--- config.mk ---
export PLATFORM = sky130hd
export DESIGN_NAME = priority_encoder_8to3
export DESIGN_NICKNAME = d
export VERILOG_FILES = /design/src/rtl/priority_encoder_8to3.sv
export SDC_FILE = /design/constraint.sdc
export NUM_CORES = 1
export LEC_CHECK = 0
export ABC_AREA = 0
export CAP_MARGIN = 20
export CORE_ASPECT_RATIO = 1.2
export CORE_UTILIZATION = 47
export DETAILED_ROUTE_END_ITERATION = 8
export PLACE_DENSITY = 0.78
export SYNTH_ARGS = -nofsm -noshare
export SYNTH_HDL_FRONTEND = slang
export SYNTH_SLANG_ARGS = --single-unit
export TNS_END_PERCENT = 30
--- constraint.sdc ---
create_clock -name input_clock_1 -period 1.8 [get_ports input_clock_1]
set_clock_uncertainty 0.2 [all_clocks]
set_input_delay 0.27 -clock input_clock_1 [delete_from_list [all_inputs] [get_ports input_clock_1]]
set_output_delay 0.27 -clock input_clock_1 [all_outputs]
set_load 0.01 [all_outputs]
--- src/rtl/priority_encoder_8to3.sv ---
// Debounced 8-to-3 priority encoder: a non-zero switch vector must hold steady for
// STABLE_CYCLES samples before its highest-set-bit index is presented until acknowledged.
module priority_encoder_8to3 #(
  parameter int unsigned STABLE_CYCLES = 2
) (
  input  logic input_clock_1,
  input  logic input_reset_2,
  input  logic input_switch1_3,
  input  logic input_switch2_4,
  input  logic input_switch3_5,
  input  logic input_switch4_6,
  input  logic input_switch5_7,
  input  logic input_switch6_8,
  input  logic input_switch7_9,
  input  logic input_switch8_10,
  input  logic input_ack_11,
  output logic output_led1_0_12,
  output logic output_led2_0_13,
  output logic output_led3_0_14,
  output logic output_valid_0_15,
  output logic output_multi_0_16,
  output logic output_count1_0_17,
  output logic output_count2_0_18,
  output logic output_count3_0_19
);

  // Handshake: valid rises when a code is presented and holds, with code and multi
  // stable, until ack is sampled high on a rising edge; ack is ignored otherwise.

  typedef enum logic [1:0] {IDLE, QUALIFY, PRESENT, RELEASE} state_e;

  localparam logic [3:0] STABLE = 4'(STABLE_CYCLES);

  state_e     state_q, state_d;
  logic [7:0] s;
  logic [7:0] cand_q, cand_d;
  logic [3:0] cnt_q, cnt_d;
  logic [2:0] code_q, code_d;
  logic [2:0] count_q, count_d;
  logic       valid_q, valid_d;
  logic       multi_q, multi_d;
  logic [2:0] enc;
  logic       many;

  assign s = {input_switch8_10, input_switch7_9, input_switch6_8, input_switch5_7,
              input_switch4_6, input_switch3_5, input_switch2_4, input_switch1_3};

  // Later iterations overwrite earlier ones, so the highest set bit wins.
  always_comb begin
    enc = 3'd0;
    for (int i = 0; i < 8; i++) begin
      if (cand_q[i]) enc = 3'(i);
    end
  end

  assign many = (cand_q & (cand_q - 8'd1)) != 8'd0;

  always_ff @(posedge input_clock_1 or posedge input_reset_2) begin
    if (input_reset_2) begin
      state_q <= IDLE;
      cand_q  <= 8'd0;
      cnt_q   <= 4'd0;
      code_q  <= 3'd0;
      count_q <= 3'd0;
      valid_q <= 1'b0;
      multi_q <= 1'b0;
    end else begin
      state_q <= state_d;
      cand_q  <= cand_d;
      cnt_q   <= cnt_d;
      code_q  <= code_d;
      count_q <= count_d;
      valid_q <= valid_d;
      multi_q <= multi_d;
    end
  end

  always_comb begin
    state_d = state_q;
    cand_d  = cand_q;
    cnt_d   = cnt_q;
    code_d  = code_q;
    count_d = count_q;
    valid_d = valid_q;
    multi_d = multi_q;
    unique case (state_q)
      IDLE: begin
        if (s != 8'd0) begin
          cand_d  = s;
          cnt_d   = 4'd1;
          state_d = QUALIFY;
        end
      end
      QUALIFY: begin
        if (s == 8'd0) begin
          cnt_d   = 4'd0;
          state_d = IDLE;
        end else if (s != cand_q) begin
          cand_d = s;
          cnt_d  = 4'd1;
        end else if (cnt_q < STABLE) begin
          cnt_d = cnt_q + 4'd1;
        end else begin
          code_d  = enc;
          multi_d = many;
          valid_d = 1'b1;
          count_d = count_q + 3'd1;
          cnt_d   = 4'd0;
          state_d = PRESENT;
        end
      end
      PRESENT: begin
        if (input_ack_11) begin
          valid_d = 1'b0;
          state_d = (s == 8'd0) ? IDLE : RELEASE;
        end
      end
      RELEASE: begin
        // Switches must all open before a new vector can qualify.
        if (s == 8'd0) state_d = IDLE;
      end
      default: state_d = IDLE;
    endcase
  end

  assign output_led1_0_12   = code_q[0];
  assign output_led2_0_13   = code_q[1];
  assign output_led3_0_14   = code_q[2];
  assign output_valid_0_15  = valid_q;
  assign output_multi_0_16  = multi_q;
  assign output_count1_0_17 = count_q[0];
  assign output_count2_0_18 = count_q[1];
  assign output_count3_0_19 = count_q[2];

endmodule

==> metrics.txt, run 1 <==
status=complete, but fails checks; failing checks=negative setup slack; total gr overflow=0; WL final=2.981 mm; final instance area=1695 um^2; crit path DAT=1.85 ns; vias in the first global route=981; CP max stage cell=or4_4; Final Max Tran Viols=0; Max H-tree Level=1; # DRC=0; Seq cells post-synth=22; DRT Pass-1 Iters=4; placed cell area=1518 um^2; register clock-pin slew on the reported worst setup and hold paths=0.13 ns; clock buffer depth=2; footprint of the multi-input gates=674.4 um^2; first-pass GRT wire length=4.429 mm; # fillers=172; hold_buf cts=0; EDFF count, synth=0; Antenna Cells=0; syn_area_per_cell=10.76 um^2; area fraction of the dominant cell type after synthesis=0.4696; die area=2699 um^2; worst slew pin tran=0.4990 ns; area leader, netlist=dfrtp_1; fraction of layout cells with a size suffix above 1=0.3642; Slew HR=0.6648; final cell count without fillers=182; Syn-to-layout area delta=44.61%; Worst Path Max Fanout=6; DIE WIDTH=47.59 um; final net count=165; Final ANT Viol Nets=0; TritonCTS buffer count=3; Reg area=553.0 um^2; biggest cell delay along the critical path=0.46 ns; DR iter-0 viols=50; unrepaired setup endpoints after global routing=true; Synth Cell Area=1172 um^2; placed wire-length estimate=1.956 mm; Final GP Congestion=0.9178; CP endpoint kind=register; CTS sink count=22; LEAKAGE=0.0007686 uW; post-route minimum period=1.849 ns; Vias/cell=5.637; Rows=19; post-synthesis sequential area ratio=0.4696; Crit path required time=1.81 ns; Worst VDD drop=0.4226 mV; cell chain of the critical path=clkdlybuf4s50_1 -> or4_4 -> nor2_4 -> nor4_4 -> nand2_4 -> mux2_4; asr flop ratio synth=1.000; Initial Util=0.5032; Synth warnings=0; Post-Synthesis Cells=109; Port Buffer Count=18; Synth area leaders=dfrtp_1 (47%), xnor2_1 (7.5%), a22o_1 (5.2%); total number of vias=1026; fin crit share=1.027; Clock Latency Late Sink=0.30 ns; Startpoint Class=input port; Synth cell types=35; FMAX=540.9 MHz; core area=2330 um^2; IO Pins=19; die span in y=56.71 um; final setup vio count=14; Final Hold Fails=0; critical setup path kind=input port to register; CTS root buf=clkbuf_4; wire length per cell=16.38 um; fin util=0.7277; Global Route Usage Sum=0.2297; largest net degree at the start of global routing=23; initial antenna violation count=0; CTS tree=done; power density over the cells=559.2 nW/um^2; crit path setup slack, layout=-0.04867 ns; placed cell count=173; Syn Nets=122; Min-Delay Path Class=input port to asynchronous set/reset pin; top_reg_cell synth=dfrtp_1; max_cap viols=0
[path summary, 6_finish.rpt]
path | from | endpoint | slack, ns | cells after the start
setup / recovery | input_switch6_8 | code_q[1]$_DFFE_PP0P_ | -0.05 | 6
hold / removal | input_reset_2 | cnt_q[0]$_DFFE_PP0P_ | 0.08 | 3
setup reg to reg | cand_q[3]$_DFFE_PP0P_ | cand_q[3]$_DFFE_PP0P_ | -0.04 | 6
hold reg to reg | count_q[2]$_DFFE_PP0P_ | count_q[2]$_DFFE_PP0P_ | 0.28 | 1
max in group asynchronous | input_reset_2 | cand_q[5]$_DFFE_PP0P_ | 1.09 | 3
min in group input_clock_1 | input_switch5_7 | cand_q[4]$_DFFE_PP0P_ | 0.20 | 2
[flip-flops by register name (all words and copies together) (netlist names)]
| register | flops |
|---|---|
| state_q | 2 |
| cand_q | 8 |
| cnt_q | 4 |
| output_valid_0_15 | 1 |
| count_q | 3 |
| output_multi_0_16 | 1 |
| code_q | 3 |
[per-stage QoR]
stage | hold WS [ns] | total power, uW | TNS, ns | setup slack (ns)
6_report | 0.08128 | 948.0 | -0.4578 | -0.04867
5_1_grt | 0.1394 | 983.4 | -1.664 | -0.1176
4_1_cts | 0.08349 | 929.4 | -0.001033 | -0.001033
3_5_place_dp | 0.2696 | 653.0 | -7.902 | -0.4524
3_3_place_gp | 0.2571 | 649.1 | -7.062 | -0.4017
2_1_floorplan | 0.05923 | 590.5 | -0.008929 | -0.002232
[cell families after synthesis]
logic type	synth area share
xor+xnor	0.07470
fa+ha+maj	0.02134
mux	0.05977
simple gates	0.1900
flops	0.4696
compound gates	0.1419
buf+inv	0.04268
[cell usage after synthesis (3+ instances only)]
cell type	count
a21oi_1	3
a22o_1	7
buf_2	3
dfrtp_1	22
inv_1	6
mux2_4	4
nand2_1	4
nand3_1	3
nand4_1	5
nor2_1	7
o21ai_0	7
xnor2_1	10
[timing repair]
action                     CTS  global route
pin swaps                    5            11
gates resized for setup     15            17
buffers inserted             0             5
setup endpoints to repair   16            19
[where the power goes]
| part | internal [uW] | leakage [uW] | switching [uW] |
|---|---|---|---|
| clock | 123 | 0.0000210 | 154 |
| sequential | 505 | 0.000271 | 14.3 |
| combinational | 79.0 | 0.000476 | 72.1 |
[cell usage in the layout, fill, tap and decap left out, types with 4 or more instances in the layout]
cell type and n:
nor2_1 5, o21ai_0 4, inv_1 6, xnor2_1 7, clkdlybuf4s50_1 11, nand4_1 5, dfrtp_1 20, buf_4 23
a22o_1 7, mux2_4 4, dlygate4sd2_1 7
[layout make-up]
cell class,count,share of cell area
Timing Repair Buffer,43,0.2184
Multi-Input combinational cell,76,0.3978
Clock buffer,4,0.02140
Inverter,6,0.01328
Sequential cell,22,0.3262
Tap cell,31,0.02288
[critical path: cells and delay by family]
family / cells / cell delay (ns)
simple gates: 4 / 0.83
buf+inv: 1 / 0.44
mux: 1 / 0.31
[metal layers]
metal  track usage  share of wire  up-vias  wire, um
li1              -              -      476         -
met1        0.3156           0.43      505      1277
met2        0.3523           0.51       41      1521
met3       0.03859          0.047        4       139
met4       0.08730          0.014        0        42
met5             0              0        -         0
No activity file was read; power rests on OpenSTA's default activity.
==> inputs of run 2 (changes only) <==
CAP_MARGIN = 10   (was 20)
DONT_BUFFER_PORTS = 1   (was not set)
PLACE_DENSITY = 0.68   (was 0.78)
SLEW_MARGIN = 20   (was not set)
==> run 2 against run 1 <==
The flow still finishes with violations (negative setup slack). Core utilization fell by 4.7 points. Fmax rose by 1.4%. Final cell count fell by 6.0%. Die area did not move. Routed wire length fell by 14%. Clock power fell by 5%. Sequential power barely moved. Global-route usage fell by 0.86 points.
==> metrics.txt, run 2 (same netlist as run 1, synthesis figures left out) <==
DIE WIDTH=47.59 um; CP endpoint kind=register; CTS sink count=22; vias in the first global route=972; R2R setup slack=-0.02 ns; R2R depth=5; Largest register FFs=8; commonest non-fill, non-tap cells in the layout=buf_4 (20), dfrtp_1 (18), dlygate4sd3_1 (10); core area=2330 um^2; failing checks=negative setup slack; Rows=19; clock buffer depth=2; Crit path required time=1.80 ns; Vias/cell=5.509; Final GP Congestion=0.8637; final net count=154; CTS tree=done; Slew HR=0.6734; Startpoint Class=register; crit path setup slack, layout=-0.02245 ns; FMAX=548.7 MHz; DRT Pass-1 Iters=4; Worst VDD drop=0.3738 mV; wire length per cell=14.93 um; crit path launch=cand_q[2]$_DFFE_PP0P_; Overall Power=917.3 uW; die span in y=56.71 um; crit path DAT=1.82 ns; die area=2699 um^2; status=complete, but fails checks; placed wire-length estimate=1.844 mm; worst slew pin tran=0.4861 ns; Worst Hold Launch=input_ack_11; Critical R2R Launch=cand_q[2]$_DFFE_PP0P_; TritonCTS buffer count=3; Global Route Usage Sum=0.2211; WL final=2.553 mm; Max H-tree Level=1; Antenna Cells=0; top flop regs=cand_q: 8 flops, cnt_q: 4 flops; Syn-to-layout area delta=35.22%; first-pass GRT wire length=4.215 mm; fin crit share=1.012; initial antenna violation count=0; power density over the cells=578.6 nW/um^2; Clock Latency Late Sink=0.30 ns; unrepaired setup endpoints after global routing=true; # fillers=189; max_cap viols=0; Final Hold Fails=0; total number of vias=942; # DRC=0; Initial Util=0.5032; register clock-pin slew on the reported worst setup and hold paths=0.12 ns; IO Pins=19; Port Buffer Count=0; Biggest register=cand_q; Worst Path Max Fanout=8; final setup vio count=4; post-route minimum period=1.822 ns; largest net degree at the start of global routing=13; setup TNS=-0.03337 ns; R2R Path End=cand_q[2]$_DFFE_PP0P_; most common cell after layout, fill and taps aside=buf_4; critical setup path kind=register to register; CTS root buf=clkbuf_4; Final ANT Viol Nets=0; fraction of layout cells with a size suffix above 1=0.3857; Final Max Tran Viols=0; DR iter-0 viols=24; Min-Delay Path Class=input port to register; Critical Path End=cand_q[2]$_DFFE_PP0P_; LEAKAGE=0.0007122 uW; total gr overflow=0
-- run 2: metal layers --
metal  global-route usage  part of all wire  vias to the layer above
li1                     -                 -                      457
met1               0.2690              0.43                      463
met2               0.3679              0.53                       20
met3              0.04502             0.036                        2
met4              0.08333            0.0071                        0
met5                    0                 0                        -
-- run 2: worst min path at each step --
stage,endpoint,slack (ns),depth (start not counted)
3_5_place_dp,count_q[1]$_DFFE_PP0P_,-0.03,1
2_1_floorplan,cand_q[0]$_DFFE_PP0P_,0.06,1
5_1_grt,state_q[0]$_DFFE_PP0P_,0.09,2
3_3_place_gp,output_multi_0_16$_DFFE_PP0P_,-0.05,1
4_1_cts,state_q[0]$_DFFE_PP0P_,0.06,2
6_report,state_q[0]$_DFFE_PP0P_,0.07,2
-- run 2: report_power, final --
group | switching (uW) | internal [uW]
sequential | 16.7 | 506
combinational | 54.5 | 76.4
clock | 141 | 123
-- run 2: layout make-up --
cell class | count | area, um^2 | area share
Timing Repair Buffer | 32 | 281.5 | 0.1776
Multi-Input combinational cell | 76 | 650.6 | 0.4104
Tap cell | 31 | 38.79 | 0.02447
Clock buffer | 4 | 36.28 | 0.02289
Sequential cell | 22 | 555.5 | 0.3504
Inverter | 6 | 22.52 | 0.01421
-- run 2: timing repair --
| action | in CTS | in global routing |
|---|---|---|
| buffers inserted | 0 | 5 |
| hold buffers | 10 | 0 |
| endpoints found under the hold margin | 25 | 0 |
| resized for setup | 3 | 16 |
| pin swaps | 0 | 5 |
| setup endpoints to repair | 4 | 17 |
-- run 2: worst max-delay path: stages (launching register included) --
cell,delay [ns]
dfrtp_1,0.42
xnor2_1,0.17
nand4_1,0.23
nor3_4,0.28
nor2_2,0.13
a22o_2,0.28
-- run 2: metrics by stage --
step / cells / worst slack, ns / hold slack [ns] / util / area, um^2
floorplan: 109 / -0.002232 / 0.05923 / - / 1176
global placement: 152 / 0.02980 / -0.05071 / 0.5698 / 1328
detailed placement: 152 / -0.004483 / -0.03411 / 0.5698 / 1328
CTS: 166 / 0.0003363 / 0.05711 / 0.6348 / 1479
global route: 171 / -0.1318 / 0.09029 / 0.6805 / 1585
finish: 171 / -0.02245 / 0.07067 / 0.6805 / 1585
==> inputs of run 3 (changes only) <==
GPL_ROUTABILITY_DRIVEN = 0   (was not set)
SLEW_MARGIN = not set   (was 20)
==> run 3 against run 2 <==
The run still ends with negative setup slack left. Via count up 0.96%. First-iteration DRC count up 17%. Final cell count down 1.8%. Sequential share of layout area up 0.87 points. Combinational power about the same. Worst setup slack better by 0.0085 ns. Hold slack better by 0.029 ns. Core utilization down 1.5 points. Critical endpoint is now count_q[2]$_DFFE_PP0P_. Largest cell class unchanged.
==> metrics.txt, run 3 (same netlist as run 1, synthesis figures left out) <==
unrepaired setup endpoints after global routing=true; top flop regs=cand_q: 8 flops, cnt_q: 4 flops; Critical R2R Launch=cand_q[1]$_DFFE_PP0P_; Biggest register=cand_q; Switch Pwr=210.9 uW; Antenna Cells=0; CTS tree=done; wire length per cell=15.83 um; Max H-tree Level=1; core area=2330 um^2; Startpoint Class=register; FMAX=551.3 MHz; Slew HR=0.7013; final net count=152; fin crit share=1.008; Port Buffer Count=0; hold slack=0.09995 ns; max_cap viols=0; Min-Delay Path Class=input port to register; first-pass GRT wire length=4.064 mm; vias in the first global route=932; # DRC=0; R2R setup slack=-0.01 ns; WL final=2.659 mm; CTS root buf=clkbuf_4; R2R depth=6; register clock-pin slew on the reported worst setup and hold paths=0.11 ns; hold endpoint=state_q[0]$_DFFE_PP0P_; clock buffer depth=2; clock share of power=0.249; Global Route Usage Sum=0.2127; die span in y=56.71 um; biggest cell delay along the critical path=0.44 ns; WP buf/inv=1; Largest register FFs=8; DRT Pass-1 Iters=4; initial antenna violation count=0; IO Pins=19; DIE WIDTH=47.59 um; die area=2699 um^2; fin util=0.6654; Vias/cell=5.661; crit path DAT=1.81 ns; CP endpoint kind=register; fraction of layout cells with a size suffix above 1=0.3723; power density over the cells=561.8 nW/um^2; Worst Hold Launch=input_ack_11; status=complete, but fails checks; largest net degree at the start of global routing=23; Sw Share=0.2422; Final Max Tran Viols=0; worst slew pin tran=0.4446 ns; Overall Power=871.0 uW; TritonCTS buffer count=3; final setup vio count=3; Syn-to-layout area delta=32.23%; CTS sink count=22; Final ANT Viol Nets=0; Rows=19; DR iter-0 viols=28; Int Power=660.0 uW; CP max stage cell=dfrtp_2; Largest delay share family, worst path=simple AND/OR/NAND/NOR gates; Final Hold Fails=0; Clock Latency Late Sink=0.30 ns; placed wire-length estimate=1.797 mm; combinational power share=0.151; LEAKAGE=0.0006988 uW; post-route minimum period=1.814 ns; crit path setup slack, layout=-0.01392 ns; WHS Path Cells=2; R2R Path End=count_q[2]$_DFFE_PP0P_; sequential power share=0.599; commonest non-fill, non-tap cells in the layout=buf_4 (19), dfrtp_1 (17), dlygate4sd3_1 (10); cell chain of the critical path=xnor2_1 -> nand4_1 -> nor3_4 -> buf_6 -> nand4_1 -> xnor2_1; failing checks=negative setup slack; total number of vias=951; critical setup path kind=register to register; Initial Util=0.5032; total gr overflow=0; most common cell after layout, fill and taps aside=buf_4; Worst Path Max Fanout=5; Crit path required time=1.79 ns; Worst VDD drop=0.4123 mV
-- run 3: area by class of cell --
type                            count  area [um^2]
Fill cell                         209        779.5
Inverter                            6        22.52
Tap cell                           31        38.79
Multi-Input combinational cell     76        655.6
Clock buffer                        3        22.52
Sequential cell                    22        556.8
Timing Repair Buffer               30        254.0
-- run 3: repair_timing --
item / 4_1_cts / 5_1_grt
buffers inserted: 0 / 4
resized for setup: 3 / 17
hold buffers: 10 / 0
pin swaps: 0 / 10
hold endpoints to repair: 32 / 0
setup endpoints to repair: 6 / 17
-- run 3: worst reg2reg max path: cells and delay by family, from the launching register on --
kind | cells | cell delay (ns)
AND/OR/NAND/NOR | 3 | 0.63
XOR/XNOR | 2 | 0.28
flip-flops | 1 | 0.44
buffers and inverters | 1 | 0.16
-- run 3: power by group through the flow --
stage	Clock (uW)	Sequential, uW	Combinational (uW)
floorplan	0	523	67.3
global placement	0	529	90.2
detailed placement	0	529	91.8
CTS	229	519	113
global route	245	524	143
finish	217	522	132
-- run 3: stage by stage --
step                      cells      TNS, ns  cell area (um^2)  worst slack (ns)
after floorplan             109    -0.008929              1176         -0.002232
after global placement      152            0              1328           0.03408
after detailed placement    152  -0.00008182              1328       -0.00008182
after CTS                   165            0              1466           0.01046
after global routing        168      -0.7143              1550          -0.08484
final                       168     -0.02779              1550          -0.01392
-- run 3: worst max path at each step --
stage	startpoint	cells after the start	slack [ns]	to
after floorplan	input_switch3_5	5	-0.002	code_q[0]$_DFFE_PP0P_
after global placement	cand_q[7]$_DFFE_PP0P_	5	0.03	code_q[0]$_DFFE_PP0P_
after detailed placement	cand_q[7]$_DFFE_PP0P_	5	-0.00008	output_multi_0_16$_DFFE_PP0P_
after CTS	cand_q[7]$_DFFE_PP0P_	6	0.01	output_multi_0_16$_DFFE_PP0P_
after global routing	cand_q[2]$_DFFE_PP0P_	6	-0.08	count_q[2]$_DFFE_PP0P_
final	cand_q[1]$_DFFE_PP0P_	6	-0.01	count_q[2]$_DFFE_PP0P_
-- run 3: layer usage --
layer / routed length, um / share of wire / up-vias / GRT usage
li1: - / - / 449 / -
met1: 1107 / 0.42 / 467 / 0.2658
met2: 1414 / 0.53 / 30 / 0.3620
met3: 100 / 0.038 / 5 / 0.02572
met4: 37 / 0.014 / 0 / 0.07143
met5: 0 / 0 / - / 0
